## config.mk

```make
export PLATFORM = sky130hd
export DESIGN_NAME = calc_core
export DESIGN_NICKNAME = d
export VERILOG_FILES = /design/src/rtl/calc_pkg.sv /design/src/rtl/calc_divider.sv /design/src/rtl/calc_core.sv
export SDC_FILE = /design/constraint.sdc
export NUM_CORES = 1
export LEC_CHECK = 0
export ABC_AREA = 1
export CAP_MARGIN = 20
export CORE_ASPECT_RATIO = 1.5
export CORE_MARGIN = 4
export CORE_UTILIZATION = 35
export CTS_BUF_LIST = sky130_fd_sc_hd__clkbuf_4
export DETAILED_ROUTE_END_ITERATION = 7
export MAX_ROUTING_LAYER = met4
export PLACE_DENSITY_LB_ADDON = 0.25
export SLEW_MARGIN = 20
export SYNTH_ARGS = -nofsm -noshare
export SYNTH_HDL_FRONTEND = slang
export SYNTH_HIERARCHICAL = 1
export SYNTH_SLANG_ARGS = --single-unit
```

## constraint.sdc

```tcl
create_clock -name clk -period 13 [get_ports clk]
set_clock_uncertainty 0.15 [all_clocks]
set_input_delay 2.6 -clock clk [delete_from_list [all_inputs] [get_ports clk]]
set_output_delay 2.6 -clock clk [all_outputs]
set_load 0.005 [all_outputs]
```

## src/rtl/calc_pkg.sv

```systemverilog
// Shared types and the saturate/wrap helper for the calculator core.
package calc_pkg;
    localparam int unsigned MAX_W = 16;
    localparam int unsigned DW    = 2 * MAX_W;

    typedef enum logic [2:0] {
        OP_EQ  = 3'd0,
        OP_ADD = 3'd1,
        OP_SUB = 3'd2,
        OP_MUL = 3'd3,
        OP_DIV = 3'd4
    } op_t;

    typedef enum logic [1:0] {
        S_IDLE = 2'd0,
        S_EVAL = 2'd1,
        S_DIV  = 2'd2,
        S_ERR  = 2'd3
    } state_t;

    typedef struct packed {
        logic             ovf;
        logic [MAX_W-1:0] val;
    } sat_t;

    // Fit a wide signed value into w bits: clamp when sat=1, else keep the low w bits.
    function automatic sat_t sat_w(input logic signed [DW-1:0] x, input int unsigned w,
                                   input logic sat);
        longint hi;
        longint lo;
        sat_t   r;
        hi    = (longint'(1) <<< (w - 1)) - longint'(1);
        lo    = -hi - longint'(1);
        r.ovf = 1'b0;
        r.val = x[MAX_W-1:0];
        if (longint'(x) > hi) begin
            r.ovf = 1'b1;
            if (sat) r.val = MAX_W'(hi);
        end else if (longint'(x) < lo) begin
            r.ovf = 1'b1;
            if (sat) r.val = MAX_W'(lo);
        end
        return r;
    endfunction
endpackage

```

## src/rtl/calc_divider.sv

```systemverilog
// Signed restoring divider: one quotient bit per cycle, W cycles, truncates toward zero.
module calc_divider
    import calc_pkg::*;
#(
    parameter int unsigned W = 10
) (
    input  logic         clk,
    input  logic         rst,
    input  logic         start,
    input  logic         abort,
    input  logic [W-1:0] dividend,
    input  logic [W-1:0] divisor,
    output logic         busy,
    output logic         done,
    output logic [W-1:0] quotient,
    output logic         ovf
);
    localparam int unsigned CW = $clog2(W + 1);

    logic [W-1:0]  rem;
    logic [W-1:0]  quo;
    logic [W-1:0]  dmag;
    logic          neg_q;
    logic [CW-1:0] cnt;

    logic [W-1:0]  dvd_mag;
    logic [W-1:0]  dvs_mag;
    logic [W-1:0]  src_rem;
    logic [W-1:0]  src_quo;
    logic [W-1:0]  src_div;
    logic [W:0]    shl;
    logic [W:0]    trial;
    logic          qbit;
    logic [W-1:0]  rem_n;
    logic [W-1:0]  quo_n;
    logic [W-1:0]  q_final;

    // One restoring step; the start cycle already retires the first quotient bit.
    always_comb begin
        dvd_mag = dividend[W-1] ? W'(-dividend) : dividend;
        dvs_mag = divisor[W-1]  ? W'(-divisor)  : divisor;
        src_rem = start ? '0 : rem;
        src_quo = start ? dvd_mag : quo;
        src_div = start ? dvs_mag : dmag;
        shl     = {src_rem, src_quo[W-1]};
        trial   = shl - {1'b0, src_div};
        qbit    = ~trial[W];
        rem_n   = qbit ? trial[W-1:0] : shl[W-1:0];
        quo_n   = {src_quo[W-2:0], qbit};
        q_final = neg_q ? W'(-quo_n) : quo_n;
    end

    always_ff @(posedge clk or posedge rst) begin
        if (rst) begin
            rem      <= '0;
            quo      <= '0;
            dmag     <= '0;
            neg_q    <= 1'b0;
            cnt      <= '0;
            busy     <= 1'b0;
            done     <= 1'b0;
            quotient <= '0;
            ovf      <= 1'b0;
        end else if (abort) begin
            rem      <= '0;
            quo      <= '0;
            dmag     <= '0;
            neg_q    <= 1'b0;
            cnt      <= '0;
            busy     <= 1'b0;
            done     <= 1'b0;
            quotient <= '0;
            ovf      <= 1'b0;
        end else begin
            done <= 1'b0;
            if (start) begin
                rem   <= rem_n;
                quo   <= quo_n;
                dmag  <= dvs_mag;
                neg_q <= dividend[W-1] ^ divisor[W-1];
                cnt   <= CW'(W - 1);
                busy  <= 1'b1;
            end else if (busy) begin
                rem <= rem_n;
                quo <= quo_n;
                cnt <= cnt - CW'(1);
                if (cnt == CW'(1)) begin
                    busy     <= 1'b0;
                    done     <= 1'b1;
                    quotient <= q_final;
                    // Only most-negative / -1 yields a positive magnitude of 2^(W-1).
                    ovf      <= ~neg_q & quo_n[W-1];
                end
            end
        end
    end
endmodule

```

## src/rtl/calc_core.sv

```systemverilog
// Chained signed arithmetic core: entry register, accumulator and pending operator.
module calc_core
    import calc_pkg::*;
#(
    parameter int unsigned W   = 10,
    parameter bit          SAT = 1'b1
) (
    input  logic         clk,
    input  logic         rst,
    input  logic         num_valid,
    input  logic [W-1:0] num_in,
    input  logic         op_valid,
    input  logic [2:0]   op_in,
    input  logic         neg_pulse,
    input  logic         clr_pulse,
    output logic [W-1:0] disp_val,
    output logic         disp_is_acc,
    output logic         busy,
    output logic         ovf,
    output logic         err
);
    localparam logic [W-1:0] MAX_V = {1'b0, {(W-1){1'b1}}};
    localparam logic [W-1:0] MIN_V = {1'b1, {(W-1){1'b0}}};

    state_t state, state_n;
    op_t    pend, pend_n;
    op_t    cur, cur_n;
    logic [W-1:0] ent, ent_n;
    logic [W-1:0] acc, acc_n;
    logic [W-1:0] op_a, op_a_n;
    logic [W-1:0] op_b, op_b_n;
    logic [W-1:0] disp_n;
    logic         dia_n, busy_n, ovf_n, err_n;

    logic signed [DW-1:0] a_x, b_x, wide;
    sat_t         res;
    logic [W:0]   nres;
    logic         div_start, div_abort, div_busy, div_done, div_ovf;
    logic [W-1:0] div_q;

    // Negation with the most-negative corner case; bit W flags overflow.
    function automatic logic [W:0] negate(input logic [W-1:0] v);
        if (v == MIN_V) return {1'b1, (SAT ? MAX_V : MIN_V)};
        return {1'b0, W'(-v)};
    endfunction

    calc_divider #(.W(W)) u_div (
        .clk      (clk),
        .rst      (rst),
        .start    (div_start),
        .abort    (div_abort),
        .dividend (op_a),
        .divisor  (op_b),
        .busy     (div_busy),
        .done     (div_done),
        .quotient (div_q),
        .ovf      (div_ovf)
    );

    // Single-cycle datapath for ADD/SUB/MUL evaluated at double width.
    always_comb begin
        a_x = DW'($signed(op_a));
        b_x = DW'($signed(op_b));
        case (cur)
            OP_ADD:  wide = a_x + b_x;
            OP_SUB:  wide = a_x - b_x;
            OP_MUL:  wide = a_x * b_x;
            default: wide = '0;
        endcase
        res = sat_w(wide, W, SAT);
    end

    // Next-state and register-update logic.
    always_comb begin
        state_n   = state;
        pend_n    = pend;
        cur_n     = cur;
        ent_n     = ent;
        acc_n     = acc;
        op_a_n    = op_a;
        op_b_n    = op_b;
        dia_n     = disp_is_acc;
        busy_n    = busy;
        ovf_n     = ovf;
        err_n     = err;
        nres      = '0;
        div_start = 1'b0;
        div_abort = clr_pulse;

        case (state)
            S_IDLE: begin
                if (num_valid) begin
                    ent_n = num_in;
                    dia_n = 1'b0;
                    ovf_n = 1'b0;
                end
                if (neg_pulse) begin
                    nres = negate(dia_n ? acc_n : ent_n);
                    if (dia_n) acc_n = nres[W-1:0];
                    else       ent_n = nres[W-1:0];
                    if (nres[W]) ovf_n = 1'b1;
                end
                if (op_valid && (op_in <= 3'd4)) begin
                    op_a_n  = acc_n;
                    op_b_n  = ent_n;
                    cur_n   = pend;
                    pend_n  = op_t'(op_in);
                    ovf_n   = 1'b0;
                    busy_n  = 1'b1;
                    state_n = S_EVAL;
                end
            end
            S_EVAL: begin
                dia_n   = 1'b1;
                busy_n  = 1'b0;
                state_n = S_IDLE;
                case (cur)
                    OP_EQ: acc_n = op_b;
                    OP_ADD, OP_SUB, OP_MUL: begin
                        acc_n = W'(res.val);
                        ovf_n = res.ovf;
                    end
                    OP_DIV: begin
                        dia_n = disp_is_acc;
                        if (op_b == '0) begin
                            err_n   = 1'b1;
                            state_n = S_ERR;
                        end else begin
                            div_start = 1'b1;
                            busy_n    = 1'b1;
                            state_n   = S_DIV;
                        end
                    end
                    default: ;
                endcase
            end
            S_DIV: begin
                if (div_done) begin
                    acc_n   = (div_ovf && SAT) ? MAX_V : div_q;
                    ovf_n   = div_ovf;
                    dia_n   = 1'b1;
                    busy_n  = 1'b0;
                    state_n = S_IDLE;
                end else if (!div_busy) begin
                    busy_n  = 1'b0;
                    state_n = S_IDLE;
                end
            end
            S_ERR: ;
            default: state_n = S_IDLE;
        endcase

        if (clr_pulse) begin
            state_n = S_IDLE;
            pend_n  = OP_EQ;
            cur_n   = OP_EQ;
            ent_n   = '0;
            acc_n   = '0;
            op_a_n  = '0;
            op_b_n  = '0;
            dia_n   = 1'b0;
            busy_n  = 1'b0;
            ovf_n   = 1'b0;
            err_n   = 1'b0;
        end

        disp_n = (state_n == S_ERR) ? '0 : (dia_n ? acc_n : ent_n);
    end

    always_ff @(posedge clk or posedge rst) begin
        if (rst) begin
            state       <= S_IDLE;
            pend        <= OP_EQ;
            cur         <= OP_EQ;
            ent         <= '0;
            acc         <= '0;
            op_a        <= '0;
            op_b        <= '0;
            disp_val    <= '0;
            disp_is_acc <= 1'b0;
            busy        <= 1'b0;
            ovf         <= 1'b0;
            err         <= 1'b0;
        end else begin
            state       <= state_n;
            pend        <= pend_n;
            cur         <= cur_n;
            ent         <= ent_n;
            acc         <= acc_n;
            op_a        <= op_a_n;
            op_b        <= op_b_n;
            disp_val    <= disp_n;
            disp_is_acc <= dia_n;
            busy        <= busy_n;
            ovf         <= ovf_n;
            err         <= err_n;
        end
    end
endmodule

```

==> impl_metrics.tcl, run 1 <==
set metrics [dict create \
    outcome "complete, no violations" \
    die_w_microns 165 \
    final.min_clock_period_ns 6.90 \
    start_kind "register" \
    vias 11700 \
    syn-num-nets 2034 \
    end_kind "register" \
    syn-cell-area_sq_um 13000 \
    yosys_warnings 6 \
    grt_first_pass_wirelength_mm 62.7 \
    nNetsFinal 2029 \
    clock_latency_ns 0.53 \
    yosysMostFrequentCell "nand2_1" \
    synthAdderAreaFrac_pct 23.1 \
    fill_cells 3862 \
    hp-start "u_div/quo[7]$_DFFE_PP0P_" \
    cts-root-buf "clkbuf_4" \
    syn2layout_area_growth_pct 6.92 \
    cts_buffers 9 \
    grt_pass1_vias 11900 \
    cellPowerDensity_nw_per_um2 92.8 \
    totalWireLength_mm 39.1 \
    register_area_sq_um 2750 \
    met2_wirelength_mm 21.0 \
    rrSetupSlack_ns 6.10 \
    synth_top_cell_by_area "dfrtp_1" \
    maxCapViolations 0 \
    synth_top_area_share_pct 21.2 \
    r2r-end "disp_val[2]$_DFF_PP0_" \
    layout-drive-gt1-share_pct 7.48 \
    vias_per_cell 5.07 \
    synth_top_family_by_area "simple AND/OR/NAND/NOR gates" \
    rr_startpoint "op_a[9]$_DFFE_PP0P_" \
    h-tree-depth 3 \
    coreArea_sq_um 36700 \
    fin_util_pct 37.9 \
    netlist_top_cells_count "nand2_1 (436), inv_1 (357), nor2_1 (138), dfrtp_1 (110), fa_1 (94)" \
    worstPathMaxFanout 19 \
    dr_wl_met3_mm 1.04 \
    cts.sinks 110 \
    rsz0062_at_grt "false" \
    cts_buffer_depth 2 \
    drcViolationCount 0 \
    grt_usage_pct 20.1 \
    post_cts_resized 0 \
    grt_remaining_overflow 0 \
    antenna_found_initial 1 \
    synth_mux_area_share_pct 0.770 \
    synth_area_leaders "dfrtp_1 (21%), fa_1 (14%), nand2_1 (13%)" \
    hold_violations 0 \
    top_layer_used "met4" \
    finalSetupViolations 0 \
    drt-met1-wl_mm 15.4 \
    hold_class "register to register" \
    syn_area_per_cell_sq_um 7.10 \
    rr_worst_depth 27 \
    synthXorXnorAreaFrac_pct 1.55 \
    cts_setup_buffers 0 \
    timing.final.crit_share_pct 53.1 \
    cts_hold_buf 0 \
    synth_edf_count 0 \
    hpwlAfterDp_mm 31.0 \
    slew_violations 0 \
    synth-async-reset-ratio_pct 100 \
    vdd_drop_max_mv 0.0770 \
    die-area_sq_um 40400 \
    setup-tns-final_ns 0 \
    holdPathStages 2 \
    slew_headroom_pct 41.7 \
    wire_per_inst_microns 16.9 \
    seq_area_frac_synth_pct 21.2 \
    boundaryPins 33 \
    multi_input_area_sq_um 8510 \
    synth_cell_types 57 \
    drt.antenna.violating_nets 0 \
    port-buffer-count 32 \
    clkSlewWorstSetupHoldPaths_ns 0.19 \
    grt_max_degree 63 \
    initial_core_util_pct 35.4 \
    p_leak_nw 7.62 \
    synth_flop_cell "dfrtp_1" \
    criticalPathCategory "register to register" \
    drtIter0Drc 718 \
    cp.required_ns 13.32 \
    die_h_microns 244 \
    max_freq_mhz 145 \
    synthSimpleGateAreaFrac_pct 25.8 \
    ys_ff_latch 110 \
    worstMarginPinSlew_ns 0.871 \
    cts_tree "built" \
    min_to "u_div/quo[7]$_DFFE_PP0P_" \
    synth-compound-area-share_pct 14.2 \
    drt_first_pass_iters 7 \
    worstPathArrival_ns 7.22 \
    synthCells 1831 \
    fp-row-count 86 \
    gp_congestion 0.917 \
]
flip-flops by register name, indices dropped and copies added (netlist names):
register        count
acc                10
u_div/cnt           4
u_div/busy          1
op_b               10
u_div/quo          10
cur                 3
pend                3
disp_is_acc         1
u_div/quotient     10
ent                10
u_div/ovf           1
err                 1
u_div/dmag         10
op_a               10
ovf                 1
u_div/rem          10
u_div/done          1
disp_val           10
busy                1
state               2
u_div/neg_q         1
placed cells by master (no fill, tap or decap), drive strengths merged, types with 2 or more instances in the layout:
cell type / count
nand2: 466
inv: 375
nor2: 150
o21ai: 137
dfrtp: 110
a21oi: 95
fa: 94
nand3: 94
ha: 90
clkdlybuf4s50: 32
xor2: 18
o221ai: 18
o22ai: 18
nand4: 17
nor3: 15
buf: 14
mux2i: 10
o211ai: 10
clkbuf: 9
o21bai: 8
clkinv: 7
nand3b: 6
or2: 6
a31oi: 5
xnor2: 5
nor4: 4
a21o: 4
o31ai: 2
a22oi: 2
bufinv: 2
how the worst max path moves through the flow:
stage / endpoint / startpoint
2_1_floorplan: disp_val[0]$_DFF_PP0_ / op_b[1]$_DFFE_PP0P_
3_3_place_gp: disp_val[2]$_DFF_PP0_ / op_a[9]$_DFFE_PP0P_
3_5_place_dp: disp_val[2]$_DFF_PP0_ / op_a[9]$_DFFE_PP0P_
4_1_cts: disp_val[2]$_DFF_PP0_ / op_a[9]$_DFFE_PP0P_
5_1_grt: disp_val[3]$_DFF_PP0_ / op_a[9]$_DFFE_PP0P_
6_report: disp_val[2]$_DFF_PP0_ / op_a[9]$_DFFE_PP0P_
per-layer routing:
| metal | global-route usage [%] | vias up |
|---|---|---|
| met5 | - | - |
| li1 | - | 5731 |
| met3 | 1.64 | 99 |
| met4 | 8.23 | 0 |
| met2 | 36.8 | 272 |
| met1 | 22.3 | 5644 |
where the power goes:
part	leakage [nW]	total, mW	internal (mW)	switching, mW
clock	0.0895	0.211	0.0812	0.130
sequential	1.48	0.419	0.379	0.0400
combinational	6.05	0.660	0.234	0.426
total	7.62	1.29	0.694	0.596
per-stage QoR:
step / std cells / instance area, sq um / hold slack [ns] / power, mW / setup slack, ns
2_1_floorplan: 1831 / 13000 / 0.299 / 0.922 / 7.14
3_3_place_gp: 2299 / 13700 / 0.320 / 1.08 / 6.16
3_5_place_dp: 2299 / 13700 / 0.324 / 1.09 / 6.15
4_1_cts: 2315 / 13900 / 0.364 / 1.30 / 6.11
5_1_grt: 2316 / 13900 / 0.392 / 1.41 / 5.68
6_report: 2316 / 13900 / 0.358 / 1.29 / 6.10
final cells by class:
type	instances	area share, %
Multi-Input combinational cell	1281	61.2
Sequential cell	110	19.8
Inverter	378	10.3
Tap cell	484	4.36
Timing Repair Buffer	46	3.06
Clock inverter	7	0.756
Clock buffer	9	0.486
Antenna cell	1	0.0180
logic make-up (layout without fill, tap and decap cells):
group / count (synthesis) / after routing
compound gates: 305 / 305
xor+xnor: 23 / 23
fa+ha+maj: 184 / 184
buf+inv: 440 / 440
flops: 110 / 110
mux: 10 / 10
other cells: 0 / 1
simple gates: 759 / 759
critical path: stages (launching register included):
cell and delay, ns:
dfrtp_1 0.67, buf_4 0.31, nand2_1 0.12, inv_1 0.14, fa_1 0.59, fa_1 0.72, inv_1 0.10, fa_1 0.52
fa_1 0.53, fa_1 0.55, inv_1 0.04, ha_1 0.39, nand2_1 0.12, nor2_1 0.27, nand4_1 0.25, nand3b_1 0.15
nand3_1 0.17, nand2_1 0.13, nand2_1 0.05, nor2_1 0.09, nand2_1 0.12, nand2_4 0.17, nand2_1 0.09, nand3_1 0.10
nand2_1 0.05, nand2_1 0.07, nand2_2 0.06, a21oi_2 0.10
No activity file was read; power rests on OpenSTA's default activity.
==> inputs of run 2 (changes only) <==
==> constraint.sdc (replaced) <==
create_clock -name clk -period 6.4 [get_ports clk]
set_clock_uncertainty 0.15 [all_clocks]
set_input_delay 1.28 -clock clk [delete_from_list [all_inputs] [get_ports clk]]
set_output_delay 1.28 -clock clk [all_outputs]
set_load 0.005 [all_outputs]
==> run 2 against run 1 <==
  * Wire length rose by 6.0%
  * Register-to-register slack worse by 5.8 ns
  * Combinational power increased by 120%
  * First-iteration DRC count is 8.9% lower
  * Sequential share of layout area decreased by 0.47 points
  * Via count is 1.4% higher
  * Flip-flop and latch count unchanged
  * Die area stayed put
  * Cell area increased by 3.0%
  * Maximum frequency is 13% higher
  * Final cell count grew 1.9%
  * Largest cell class unchanged
  * Highest routed layer unchanged
==> impl_metrics.tcl, run 2 (synthesized netlist as in run 1, its figures left out) <==
set metrics [dict create \
    fin_util_pct 39.0 \
    rr_worst_depth 30 \
    fp-row-count 86 \
    end_kind "register" \
    worstPathArrival_ns 6.45 \
    fill_cells 3821 \
    cp_slowest_stage_delay_ns 0.57 \
    criticalPathCategory "register to register" \
    grt_remaining_overflow 0 \
    layout-drive-gt1-share_pct 11.5 \
    syn2layout_area_growth_pct 10.1 \
    drcViolationCount 0 \
    wire_per_inst_microns 17.6 \
    cts_buffer_depth 2 \
    drtIter0Drc 654 \
    hpwlAfterDp_mm 32.9 \
    slowest_stage "fa_2" \
    maxCapViolations 0 \
    most-common-layout-cells "nand2_1 (431), inv_1 (353), nor2_1 (135)" \
    boundaryPins 33 \
    outcome "complete, no violations" \
    coreArea_sq_um 36700 \
    start_kind "register" \
    worstMarginPinSlew_ns 0.987 \
    grt_max_degree 63 \
    setup-tns-final_ns 0 \
    clock_latency_ns 0.54 \
    rrSetupSlack_ns 0.28 \
    grt_usage_pct 21.3 \
    die_h_microns 244 \
    finalSetupViolations 0 \
    cts.sinks 110 \
    drt_first_pass_iters 5 \
    die_w_microns 165 \
    worstPathMaxFanout 5 \
    grt_first_pass_wirelength_mm 65.7 \
    r2r-end "disp_val[0]$_DFF_PP0_" \
    grt_pass1_vias 12000 \
    max_freq_mhz 163 \
    worst_slack_ns 0.279 \
    register_area_sq_um 2770 \
    preCtsSetupSlack_ns 0.142 \
    cts_tree "built" \
    slew_violations 0 \
    hold_class "register to register" \
    multi_input_area_sq_um 8590 \
    antenna_found_initial 2 \
    h-tree-depth 3 \
    hp-start "u_div/quo[4]$_DFFE_PP0P_" \
    cellPowerDensity_nw_per_um2 183 \
    crit_path_frequent_cell "nand2_1" \
    vdd_drop_max_mv 0.160 \
    die-area_sq_um 40400 \
    holdPathStages 2 \
    final_common_cell "nand2_1" \
    gp_congestion 0.952 \
    initial_core_util_pct 35.4 \
    nNetsFinal 2073 \
    cts-root-buf "clkbuf_4" \
    dp.cells 2323 \
    slew_headroom_pct 33.8 \
    totalWireLength_mm 41.4 \
    vias_per_cell 5.05 \
    p_leak_nw 7.79 \
    p_total_mw 2.61 \
    vias 11900 \
    rr_startpoint "op_a[9]$_DFFE_PP0P_" \
    final_cells 2360 \
    hold_violations 0 \
    min_to "u_div/quo[4]$_DFFE_PP0P_" \
    cts_buffers 9 \
    cp.required_ns 6.73 \
    clkSlewWorstSetupHoldPaths_ns 0.18 \
    final.min_clock_period_ns 6.12 \
    drt.antenna.violating_nets 0 \
    timing.final.crit_share_pct 95.6 \
    port-buffer-count 32 \
]
## run 2: changes by cell type in the layout (fill, tap and decap cells not counted), sizes merged
cell | before | now
buf | 14 | 57
inv | 375 | 374
bufinv | 2 | 0
clkinvlp | 1 | 4
clkbuf | 9 | 10
## run 2: cell type report
cell class                 instances  area share, %
clock buffer                      10          0.524
inverter                         378           10.0
sequential                       110           19.3
clock inverter                     6          0.315
multi-input combinational       1281           60.0
antenna                            1         0.0175
timing repair buffer              89           5.57
timing repair inverter             1         0.0349
tap                              484           4.23
## run 2: how the worst max path moves through the flow
stage	startpoint	endpoint	slack, ns	cells after the start
finish	op_a[9]$_DFFE_PP0P_	disp_val[0]$_DFF_PP0_	0.28	30
global route	op_b[5]$_DFFE_PP0P_	disp_val[2]$_DFF_PP0_	-0.02	31
CTS	op_b[6]$_DFFE_PP0P_	disp_val[7]$_DFF_PP0_	0.13	30
global placement	op_b[6]$_DFFE_PP0P_	disp_val[1]$_DFF_PP0_	0.16	29
detailed placement	op_b[6]$_DFFE_PP0P_	disp_val[1]$_DFF_PP0_	0.14	28
floorplan	op_b[1]$_DFFE_PP0P_	disp_val[0]$_DFF_PP0_	0.54	25
## run 2: stage by stage
| step | instance area, sq um | hold WS [ns] |
|---|---|---|
| floorplan | 13000 | 0.299 |
| global placement | 13900 | 0.326 |
| detailed placement | 13900 | 0.328 |
| CTS | 14000 | 0.370 |
| global route | 14300 | 0.400 |
| finish | 14300 | 0.367 |
## run 2: power breakdown
part	internal, mW	switching (mW)	leakage [nW]	total [mW]
combinational	0.517	0.905	6.27	1.42
clock	0.0862	0.261	0.0611	0.348
sequential	0.772	0.0726	1.46	0.845
## run 2: critical path, delay by kind of cell, from the launching register on
family          cells  cell delay [ns]
flops               1             0.47
buf+inv             7             0.74
simple gates       14             1.24
compound gates      3             0.49
fa+ha+maj           6             2.97
## run 2: routing by layer
| metal | part of all wire, % | wire [microns] | vias to the layer above | global-route usage (%) |
|---|---|---|---|---|
| met3 | 3.2 | 1320 | 98 | 1.84 |
| met5 | 0 | 0 | - | - |
| met2 | 53 | 21800 | 308 | 38.4 |
| met1 | 40 | 16600 | 5686 | 24.2 |
| li1 | - | - | 5823 | - |
| met4 | 4.1 | 1700 | 0 | 7.99 |
## run 2: what timing repair did
item | in CTS | in global routing
endpoints found under the setup margin | 0 | 20
resized for setup | 0 | 39
hold buffers | 0 | 0
buffers inserted | 0 | 19
